[src/rtl/fetch_pkg.sv]
// rtl/fetch_pkg.sv - shared state encoding and ARF control codes for the fetch sequencer
package fetch_pkg;

  typedef enum logic [2:0] {
    ST_IDLE,
    ST_REQ_LO,
    ST_REQ_HI,
    ST_VALID,
    ST_FAULT
  } state_t;

  localparam logic [1:0] FS_CLR  = 2'b00;
  localparam logic [1:0] FS_LOAD = 2'b01;
  localparam logic [1:0] FS_DEC  = 2'b10;
  localparam logic [1:0] FS_INC  = 2'b11;

  localparam logic [3:0] RS_PC     = 4'b0001;
  localparam logic [3:0] RS_PCPAST = 4'b0010;
  localparam logic [3:0] RS_SP     = 4'b0100;
  localparam logic [3:0] RS_AR     = 4'b1000;

  localparam logic [1:0] SEL_AR     = 2'b00;
  localparam logic [1:0] SEL_SP     = 2'b01;
  localparam logic [1:0] SEL_PCPAST = 2'b10;
  localparam logic [1:0] SEL_PC     = 2'b11;

endpackage

[src/rtl/fetch_timeout.sv]
// rtl/fetch_timeout.sv - memory wait counter; expires on the cycle the count would reach TIMEOUT_CYCLES
module fetch_timeout #(
  parameter int TIMEOUT_CYCLES = 15
) (
  input  logic clk,
  input  logic rst_n,
  input  logic i_wait,
  output logic o_expired
);

  localparam int CW = $clog2(TIMEOUT_CYCLES + 1);

  logic [CW-1:0] r_wait_cnt;

  // Any cycle without a wait is a state change or a capture, so the count restarts
  always_ff @(posedge clk or negedge rst_n) begin
    if (!rst_n) begin
      r_wait_cnt <= '0;
    end else if (!i_wait) begin
      r_wait_cnt <= '0;
    end else if (!o_expired) begin
      r_wait_cnt <= r_wait_cnt + 1'b1;
    end
  end

  assign o_expired = i_wait && (r_wait_cnt == CW'(TIMEOUT_CYCLES - 1));

endmodule

[src/rtl/fetch_sequencer.sv]
// rtl/fetch_sequencer.sv - two-byte instruction fetch driving the ARF PC increment and decoder handshake
// Optional memory timeout with sticky fault: define FETCH_SEQ_TIMEOUT_EN.
module fetch_sequencer
  import fetch_pkg::*;
#(
  parameter int CNT_WIDTH      = 16,
  parameter int TIMEOUT_CYCLES = 15
) (
  input  logic                 clk,
  input  logic                 rst_n,
  input  logic                 start,
  input  logic                 halt,
  input  logic                 flush,
  input  logic                 mem_ready,
  input  logic [7:0]           mem_rdata,
  output logic                 mem_re,
  output logic [1:0]           arf_out_a_sel,
  output logic [1:0]           arf_out_b_sel,
  output logic [3:0]           arf_r_sel,
  output logic [1:0]           arf_funsel,
  output logic [15:0]          ir,
  output logic                 ir_valid,
  input  logic                 ir_ready,
  output logic                 busy,
  output logic                 fault,
  output logic [CNT_WIDTH-1:0] instr_count
);

  state_t               r_state;
  logic [15:0]          r_ir;
  logic                 r_ir_valid;
  logic                 r_mem_re;
  logic                 r_halt_pend;
  logic                 r_fault;
  logic [CNT_WIDTH-1:0] r_count;

  logic w_in_req;
  logic w_take;
  logic w_timeout;

  assign w_in_req = (r_state == ST_REQ_LO) || (r_state == ST_REQ_HI);
  assign w_take   = w_in_req && mem_ready && !flush;

`ifdef FETCH_SEQ_TIMEOUT_EN
  fetch_timeout #(
    .TIMEOUT_CYCLES(TIMEOUT_CYCLES)
  ) u_timeout (
    .clk      (clk),
    .rst_n    (rst_n),
    .i_wait   (w_in_req && !mem_ready && !flush),
    .o_expired(w_timeout)
  );
`else
  logic w_unused_timeout;
  assign w_unused_timeout = |TIMEOUT_CYCLES;
  assign w_timeout        = 1'b0;
`endif

  always_ff @(posedge clk or negedge rst_n) begin
    if (!rst_n) begin
      r_state     <= ST_IDLE;
      r_ir        <= '0;
      r_ir_valid  <= 1'b0;
      r_mem_re    <= 1'b0;
      r_halt_pend <= 1'b0;
      r_fault     <= 1'b0;
      r_count     <= '0;
    end else begin
      if (halt && (r_state != ST_IDLE) && (r_state != ST_FAULT)) begin
        r_halt_pend <= 1'b1;
      end
      // Branch taken: restart from the (already redirected) PC, dropping any partial word
      if (flush && (r_state != ST_IDLE) && (r_state != ST_FAULT)) begin
        r_state     <= ST_REQ_LO;
        r_mem_re    <= 1'b1;
        r_ir_valid  <= 1'b0;
        r_ir        <= '0;
        r_halt_pend <= 1'b0;
      end else begin
        case (r_state)
          ST_IDLE: begin
            if (start) begin
              r_state  <= ST_REQ_LO;
              r_mem_re <= 1'b1;
            end
          end
          ST_REQ_LO: begin
            if (w_timeout) begin
              r_state  <= ST_FAULT;
              r_mem_re <= 1'b0;
              r_fault  <= 1'b1;
            end else if (mem_ready) begin
              r_ir[7:0] <= mem_rdata;
              r_state   <= ST_REQ_HI;
            end
          end
          ST_REQ_HI: begin
            if (w_timeout) begin
              r_state  <= ST_FAULT;
              r_mem_re <= 1'b0;
              r_fault  <= 1'b1;
            end else if (mem_ready) begin
              r_ir[15:8] <= mem_rdata;
              r_state    <= ST_VALID;
              r_mem_re   <= 1'b0;
              r_ir_valid <= 1'b1;
            end
          end
          ST_VALID: begin
            if (ir_ready) begin
              r_count     <= r_count + 1'b1;
              r_ir_valid  <= 1'b0;
              r_halt_pend <= 1'b0;
              if (halt || r_halt_pend) begin
                r_state  <= ST_IDLE;
                r_mem_re <= 1'b0;
              end else begin
                r_state  <= ST_REQ_LO;
                r_mem_re <= 1'b1;
              end
            end
          end
          ST_FAULT: begin
            r_mem_re <= 1'b0;
          end
          default: begin
            r_state  <= ST_IDLE;
            r_mem_re <= 1'b0;
          end
        endcase
      end
    end
  end

  assign arf_out_a_sel = SEL_PC;
  assign arf_out_b_sel = SEL_AR;
  assign arf_r_sel     = w_take ? RS_PC : 4'b0000;
  assign arf_funsel    = w_take ? FS_INC : FS_CLR;
  assign mem_re        = r_mem_re;
  assign ir            = r_ir;
  assign ir_valid      = r_ir_valid;
  assign busy          = (r_state != ST_IDLE);
  assign fault         = r_fault;
  assign instr_count   = r_count;

endmodule

[config.mk]
export PLATFORM = sky130hd
export DESIGN_NAME = fetch_sequencer
export DESIGN_NICKNAME = d
export VERILOG_FILES = /design/src/rtl/fetch_pkg.sv /design/src/rtl/fetch_timeout.sv /design/src/rtl/fetch_sequencer.sv
export SDC_FILE = /design/constraint.sdc
export NUM_CORES = 1
export LEC_CHECK = 0
export BUFFER_PORTS_ARGS = -buffer_cell sky130_fd_sc_hd__buf_2
export CAP_MARGIN = 20
export CORE_MARGIN = 2
export CORE_UTILIZATION = 49
export CTS_CLUSTER_DIAMETER = 150
export CTS_CLUSTER_SIZE = 12
export DETAILED_ROUTE_END_ITERATION = 16
export PLACE_DENSITY_LB_ADDON = 0.08
export SYNTH_ARGS = -nofsm -noshare
export SYNTH_HDL_FRONTEND = slang
export SYNTH_SLANG_ARGS = --single-unit
[constraint.sdc]
create_clock -name clk -period 2.66 [get_ports clk]
set_clock_uncertainty 0.1 [all_clocks]
set_input_delay 0 -clock clk [delete_from_list [all_inputs] [get_ports clk]]
set_output_delay 0 -clock clk [all_outputs]
set_load 0.01 [all_outputs]
* Word-level counts from Yosys, hierarchy flattened *
Index checks and enable logic that the tools add are counted.

storage, ports and cells
  word-level logic and storage cells = 68
  register bits after elaboration = 38
  bits of input ports = 15
  output and inout bits = 46

operators by class
  multiplexer cells = 27
  reduce and logical (&&, ||, !) cells = 21
  add/subtract/negate cells = 1
  equal/unequal tests = 11
  bitwise gates (word level) = 1

operators with widths
  operator                 count
  $mux W8                  3
  $add A16 B1 Y16 const B  1
  $mux W16                 1
  $mux W3                  5
  $pmux W3 S5              1
  $mux W1                  14
  $ne A3 B3 Y1 const B     3
  $eq A3 B2 Y1 const B     2
  $logic_and A1 B1 Y1      6
  $ne A3 B2 Y1 const B     2
  $reduce_and A3 Y1        2
  $reduce_bool A2 Y1       3
  $reduce_bool A3 Y1       2
  $reduce_and A5 Y1        1
  $pmux W1 S4              1
  $reduce_and A2 Y1        2
  $reduce_and A4 Y1        1
  $eq A3 B1 Y1 const B     1
  $eq A3 B3 Y1 const B     1
  $logic_not A3 Y1         1
  $logic_or A1 B1 Y1       2
  $mux W2                  1
  $ne A2 B1 Y1 const B     1
  $ne A2 B2 Y1 const B     1
  3 further kinds          3

* Depth between registers and ports, before layout *
  depth in word-level cells = 7
  gate-level depth with buffers = 7
  depth with buffers taken out = 6

* Worst setup path before layout *
OpenSTA, ideal clock, no wires.

  path type = flip-flop to flip-flop
  start point = register r_state[0]
  end point = register r_count[15] (netlist: instr_count[15])
  period minus slack after synthesis = 1.960 ns
  stages on the path, launching flop included = 7
  data arrival time = 1.781 ns
  path buffers = 0
  required time = 2.481 ns
  setup time = 0.079 ns
  path slack = 0.700 ns
  path through = dfrtp_1 inv_1 ha_1 nor2b_2 or4b_4 nor3_2 xor2_1

between the ends
  cells in the longest elaborated chain, start to end = 5
  elaborated cells between the ends (all ways) = 7
  those cells by class = eq/ne: 2; bitwise: 1; reduce/logical: 4

RTL lines
  what                                  line                    source
  start, declared                       fetch_sequencer.sv:29   state_t r_state;
  start signal, assigned                fetch_sequencer.sv:61   r_state <= ST_IDLE;
  start signal, assigned                fetch_sequencer.sv:74   r_state <= ST_REQ_LO;
  start signal, assigned                fetch_sequencer.sv:83   r_state <= ST_REQ_LO;
  $reduce_bool A3 Y1                    fetch_sequencer.sv:73   if (flush && (r_state != ST_IDLE) && (r_state != ST_FAULT)) begin
  $logic_and A1 B1 Y1 (2 in series)     fetch_sequencer.sv:73
  $not A1 Y1 (no source line)           n/a
  $reduce_and A3 Y1 (no source line) *  n/a
  end signal, assigned                  fetch_sequencer.sv:111  r_count <= r_count + 1'b1;
  end, declared                         fetch_sequencer.sv:35   logic [CNT_WIDTH-1:0] r_count;

Mark *: on every way between the ends. The rest lies on a longest branch, timed or not.
A chain may end at the register's enable or synchronous reset.

* Worst setup path in the final report *
  start point = register r_state[0]
  end point = register r_halt_pend

between the ends
  cells in the longest elaborated chain, start to end = 7
  elaborated cells between the ends (all ways) = 11
  those cells by class = eq/ne: 2; mux: 4; reduce/logical: 5

RTL lines
  what                               line                                          source
  $reduce_bool A3 Y1                 fetch_sequencer.sv:69, fetch_sequencer.sv:73
  $logic_and A1 B1 Y1 (2 in series)  fetch_sequencer.sv:69                         if (halt && (r_state != ST_IDLE) && (r_state != ST_FAULT)) begin
  $mux W1                            fetch_sequencer.sv:69
  $mux W1                            fetch_sequencer.sv:110                        if (ir_ready) begin
  $mux W1                            fetch_sequencer.sv:80                         case (r_state)
  $mux W1 *                          fetch_sequencer.sv:73
  end signal, assigned               fetch_sequencer.sv:70                         r_halt_pend <= 1'b1;
  end signal, assigned               fetch_sequencer.sv:78                         r_halt_pend <= 1'b0;
  end signal, assigned               fetch_sequencer.sv:113                        r_halt_pend <= 1'b0;
  end, declared                      fetch_sequencer.sv:33                         logic r_halt_pend;

Marked as above.

==> results.txt <==
Clock-pin slew was measured on the worst setup and hold paths at ~0.11 ns. In this run the worst hold path is classified as input pin to register. The maximum frequency from static timing analysis is between 0.4 and 0.5 GHz. The wire length after detailed routing is approximately 3600 um.

The total overflow reported by the global router is 0. The number of standard-cell rows in the floorplan came out at 21. For flop-to-flop paths, the worst setup slack is 0.37 ns. The timing endpoint of the critical path is r_halt_pend. The x dimension of the die is between 60 and 70 um. The total clock buffers created by CTS came out at 5. For this design the static power due to leakage is 1.177 nW. The root buffer selected by CTS is clkbuf_4. The run finished with clean final reports. The HPWL after detailed placement came out at 2639 um. The placer's final routability congestion estimate is 0.8754. The pre-CTS setup slack is 0.5323 ns. Measured on the finished design, the core utilization comes to between 60% and 70%. The fraction of layout cells with a size suffix above 1 is approximately 28%. The wire length of the first global-routing pass came out at between 5000 and 6000 um. The required time at the worst-slack endpoint is roughly 2.9 ns. After floorplanning, the core was sized to cover approximately 0.0034 mm^2. The via count of the first global-routing pass is around 1400. The hold violation count in the final report is 0. The worst setup path is of the register to register kind. The worst register-to-register path ends at r_halt_pend.

The critical path starts at r_state[0]. The area after detailed placement came out at 0.002031 mm^2. The total negative slack for setup checks is 0 ns.

The mapped cell area came out at approximately 0.0018 mm^2. The number of DRC markers in iteration 0 is 94. Among cell families on the critical path, the largest total delay comes from buffers and inverters. The number of buffers on the longest clock path came out at 2. The number of failing setup endpoints in the final timing report came out at 0. Synthesis instantiated 32 different standard cells from the library. The count of pins over their slew limit was 0. The critical path goes through inv_1 -> ha_1 -> nand2b_1 -> nand2_1 -> nor2_1 -> dlygate4sd3_1. The total design power came out at 1.988 mW. The number of maximum-capacitance violations is 0.

The pin count of the biggest net entering global routing came out at 38. The power density over the cells is 892.3 mW/mm^2. The final worst-path setup slack is between 0.3 and 0.4 ns. TritonCTS built the clock tree. The number of antenna violations at the first check in global routing came out at 0. Measured in cells, the most critical reg-to-reg path has a length of 6.

The number of antenna diodes in the final layout is 0. The number of gates on the worst path with buffers counted came out at 6. Along the worst path, the maximum fanout reaches 12.

The die height is ~64 um. From synthesis to final layout, the design area changed by 24.89%. For the worst setup path, the data arrival time is between 2 and 2.5 ns. The worst setup path is launched from a register. Counting both buffers and inverters, the worst setup path holds a total of 2. For the finished layout, the period the worst path requires is between 2 and 2.5 ns. At the pin with the least slew margin, the transition time is approximately 1.1 ns. The part of the cycle the worst path needs is 86.27%. For this run, the post-layout net count is about 260. The count of port buffers added during placement came out at 52. The first detailed-routing pass ran for 4 iterations. The worst setup path is captured at a register. In the global route stage, overall resource usage came out at between 10% and 20%. The H-tree was split into 2 levels.

The peak per-stage delay on the critical path is about 0.55 ns. The count of state elements after synthesis is 37. Headroom to the max-slew limit came out at around 29%.

For the worst-skew pair, the clock arrives at the later sink with an insertion delay of about 0.35 ns. The share of synthesized area occupied by flip-flops and latches is between 50% and 60%. The number of remaining DRC errors is 0. The maximum ir drop on the vdd rail came out at around 0.42 mV. The mean instance size in the synthesized netlist is ~10 um^2.

The standard cell with the maximum stage delay on the critical path is dlygate4sd3_1. After detailed routing, the average wire length per cell comes to between 10 and 15 um. The final cell area excluding filler cells came out at between 0.002 and 0.0025 mm^2. The total clock sinks came out at 37. Using the TritonRoute via totals, the vias-per-cell ratio works out to between 4 and 5. The post-synthesis cell count is around 180. The Yosys step of the flow raised 0 warnings.

Setup repair after global routing left no endpoint under its margin. The number of buffers inserted to repair setup after CTS came out at 0. For this design the top-level I/O count stands at 61.

In this run the critical register-to-register path is launched from r_state[0]. The number of nets still failing antenna checks after routing is 0. The initial cell density of the core came out at a little over half. The total via count after detailed routing is roughly 1400. The die outline area is approximately 0.0041 mm^2.
[synth_stat cells (all sizes together)]
cell	number	area (um^2)
mux2	1	11.26
inv	4	15.01
and3b	1	8.760
o21a	1	7.510
dfrtp	37	925.9
buf	11	82.58
o221ai	2	17.52
mux2i	3	30.03
and4	1	8.760
nand3	7	35.03
o211ai	1	7.510
nand4	3	18.77
nand2b	5	31.28
xnor2	8	70.07
ha	5	62.56
and3	2	12.51
a21oi	3	15.01
a211o	1	8.760
nor3	3	25.02
nor2	8	30.03
o31ai	1	7.510
nor4	1	12.51
nand2	35	131.4
conb	2	7.510
nor2b	3	21.27
clkbuf	3	11.26
nand4b	1	8.760
xor2	7	61.31
o21ai	17	85.08
or4b	1	13.76
[sequential cells by signal, summed over array words and instances (netlist names)]
register,flops
instr_count,16
ir,16
ir_valid,1
mem_re,1
r_halt_pend,1
r_state,2
[worst min-delay path by stage]
stage | start | cells past startpoint | slack, ns | end
2_1_floorplan | rst_n | 0 | -0.40 | instr_count[0]
3_3_place_gp | rst_n | 1 | 0.02 | instr_count[10]
3_5_place_dp | rst_n | 1 | 0.03 | instr_count[12]
4_1_cts | start | 4 | 0.01 | mem_re
5_1_grt | start | 4 | 0.04 | mem_re
6_report | start | 4 | 0.02 | mem_re
[layout make-up]
type                       instances  area [um^2]
timing repair buffer              65        387.9
fill                             305         1187
tap                               46        57.56
clock inverter                     1        5.005
clock buffer                       7        65.06
sequential                        37        925.9
multi-input combinational        129        772.0
inverter                           4        15.01
[cells by family (layout without fill, tap and decap cells)]
| family | after synthesis | after routing | synth area share [%] |
|---|---|---|---|
| compound gates | 26 | 26 | 8.345 |
| xor+xnor | 15 | 15 | 7.363 |
| fa+ha+maj | 5 | 5 | 3.506 |
| buf+inv | 18 | 77 | 6.101 |
| flops | 37 | 37 | 51.89 |
| mux | 4 | 4 | 2.314 |
| other cells | 2 | 8 | 0.4209 |
| simple gates | 71 | 71 | 20.06 |
[metrics by stage]
step | instances | hold WS [ns]
global route | 289 | 0.03543
floorplan | 184 | -0.3956
CTS | 288 | 0.01442
detailed placement | 268 | 0.03494
finish | 289 | 0.02417
global placement | 268 | 0.02214
[worst register-to-register path: stages (launching register included)]
cell and delay, ns:
dfrtp_1 0.49, inv_1 0.12, ha_1 0.30, nand2b_1 0.45, nand2_1 0.10, nor2_1 0.12
dlygate4sd3_1 0.55
[placed cells by master, fill, tap and decap left out, types with 4 or more instances in the layout]
cell type / instances
buf_2: 52
o21ai_0: 17
xnor2_1: 8
conb_1: 8
ha_1: 5
inv_1: 4
nand2b_1: 5
xor2_1: 7
nand3_1: 7
clkbuf_4: 5
dfrtp_1: 37
nand2_1: 35
nor2_1: 8
dlygate4sd3_1: 12
[report_power, final]
| group | switching, mW | internal (mW) | leakage (nW) | total [mW] |
|---|---|---|---|---|
| Combinational | 0.455 | 0.337 | 0.658 | 0.791 |
| Sequential | 0.127 | 0.734 | 0.477 | 0.861 |
| Clock | 0.183 | 0.153 | 0.0413 | 0.336 |
[timing repair]
action                                 CTS  global route
resized for setup                        0             0
endpoints found under the hold margin   56             0
hold buffers                            12             0
[routing by layer]
metal	part of all wire [%]	wire length [um]	track usage [%]	up-vias
li1	-	-	-	710
met1	44	1580	23.73	678
met2	48	1742	31.64	47
met3	6.1	222	3.873	7
met4	2.0	71	9.574	0
met5	0	0	0	-
Note: power is estimated with default switching activity, not from simulation.
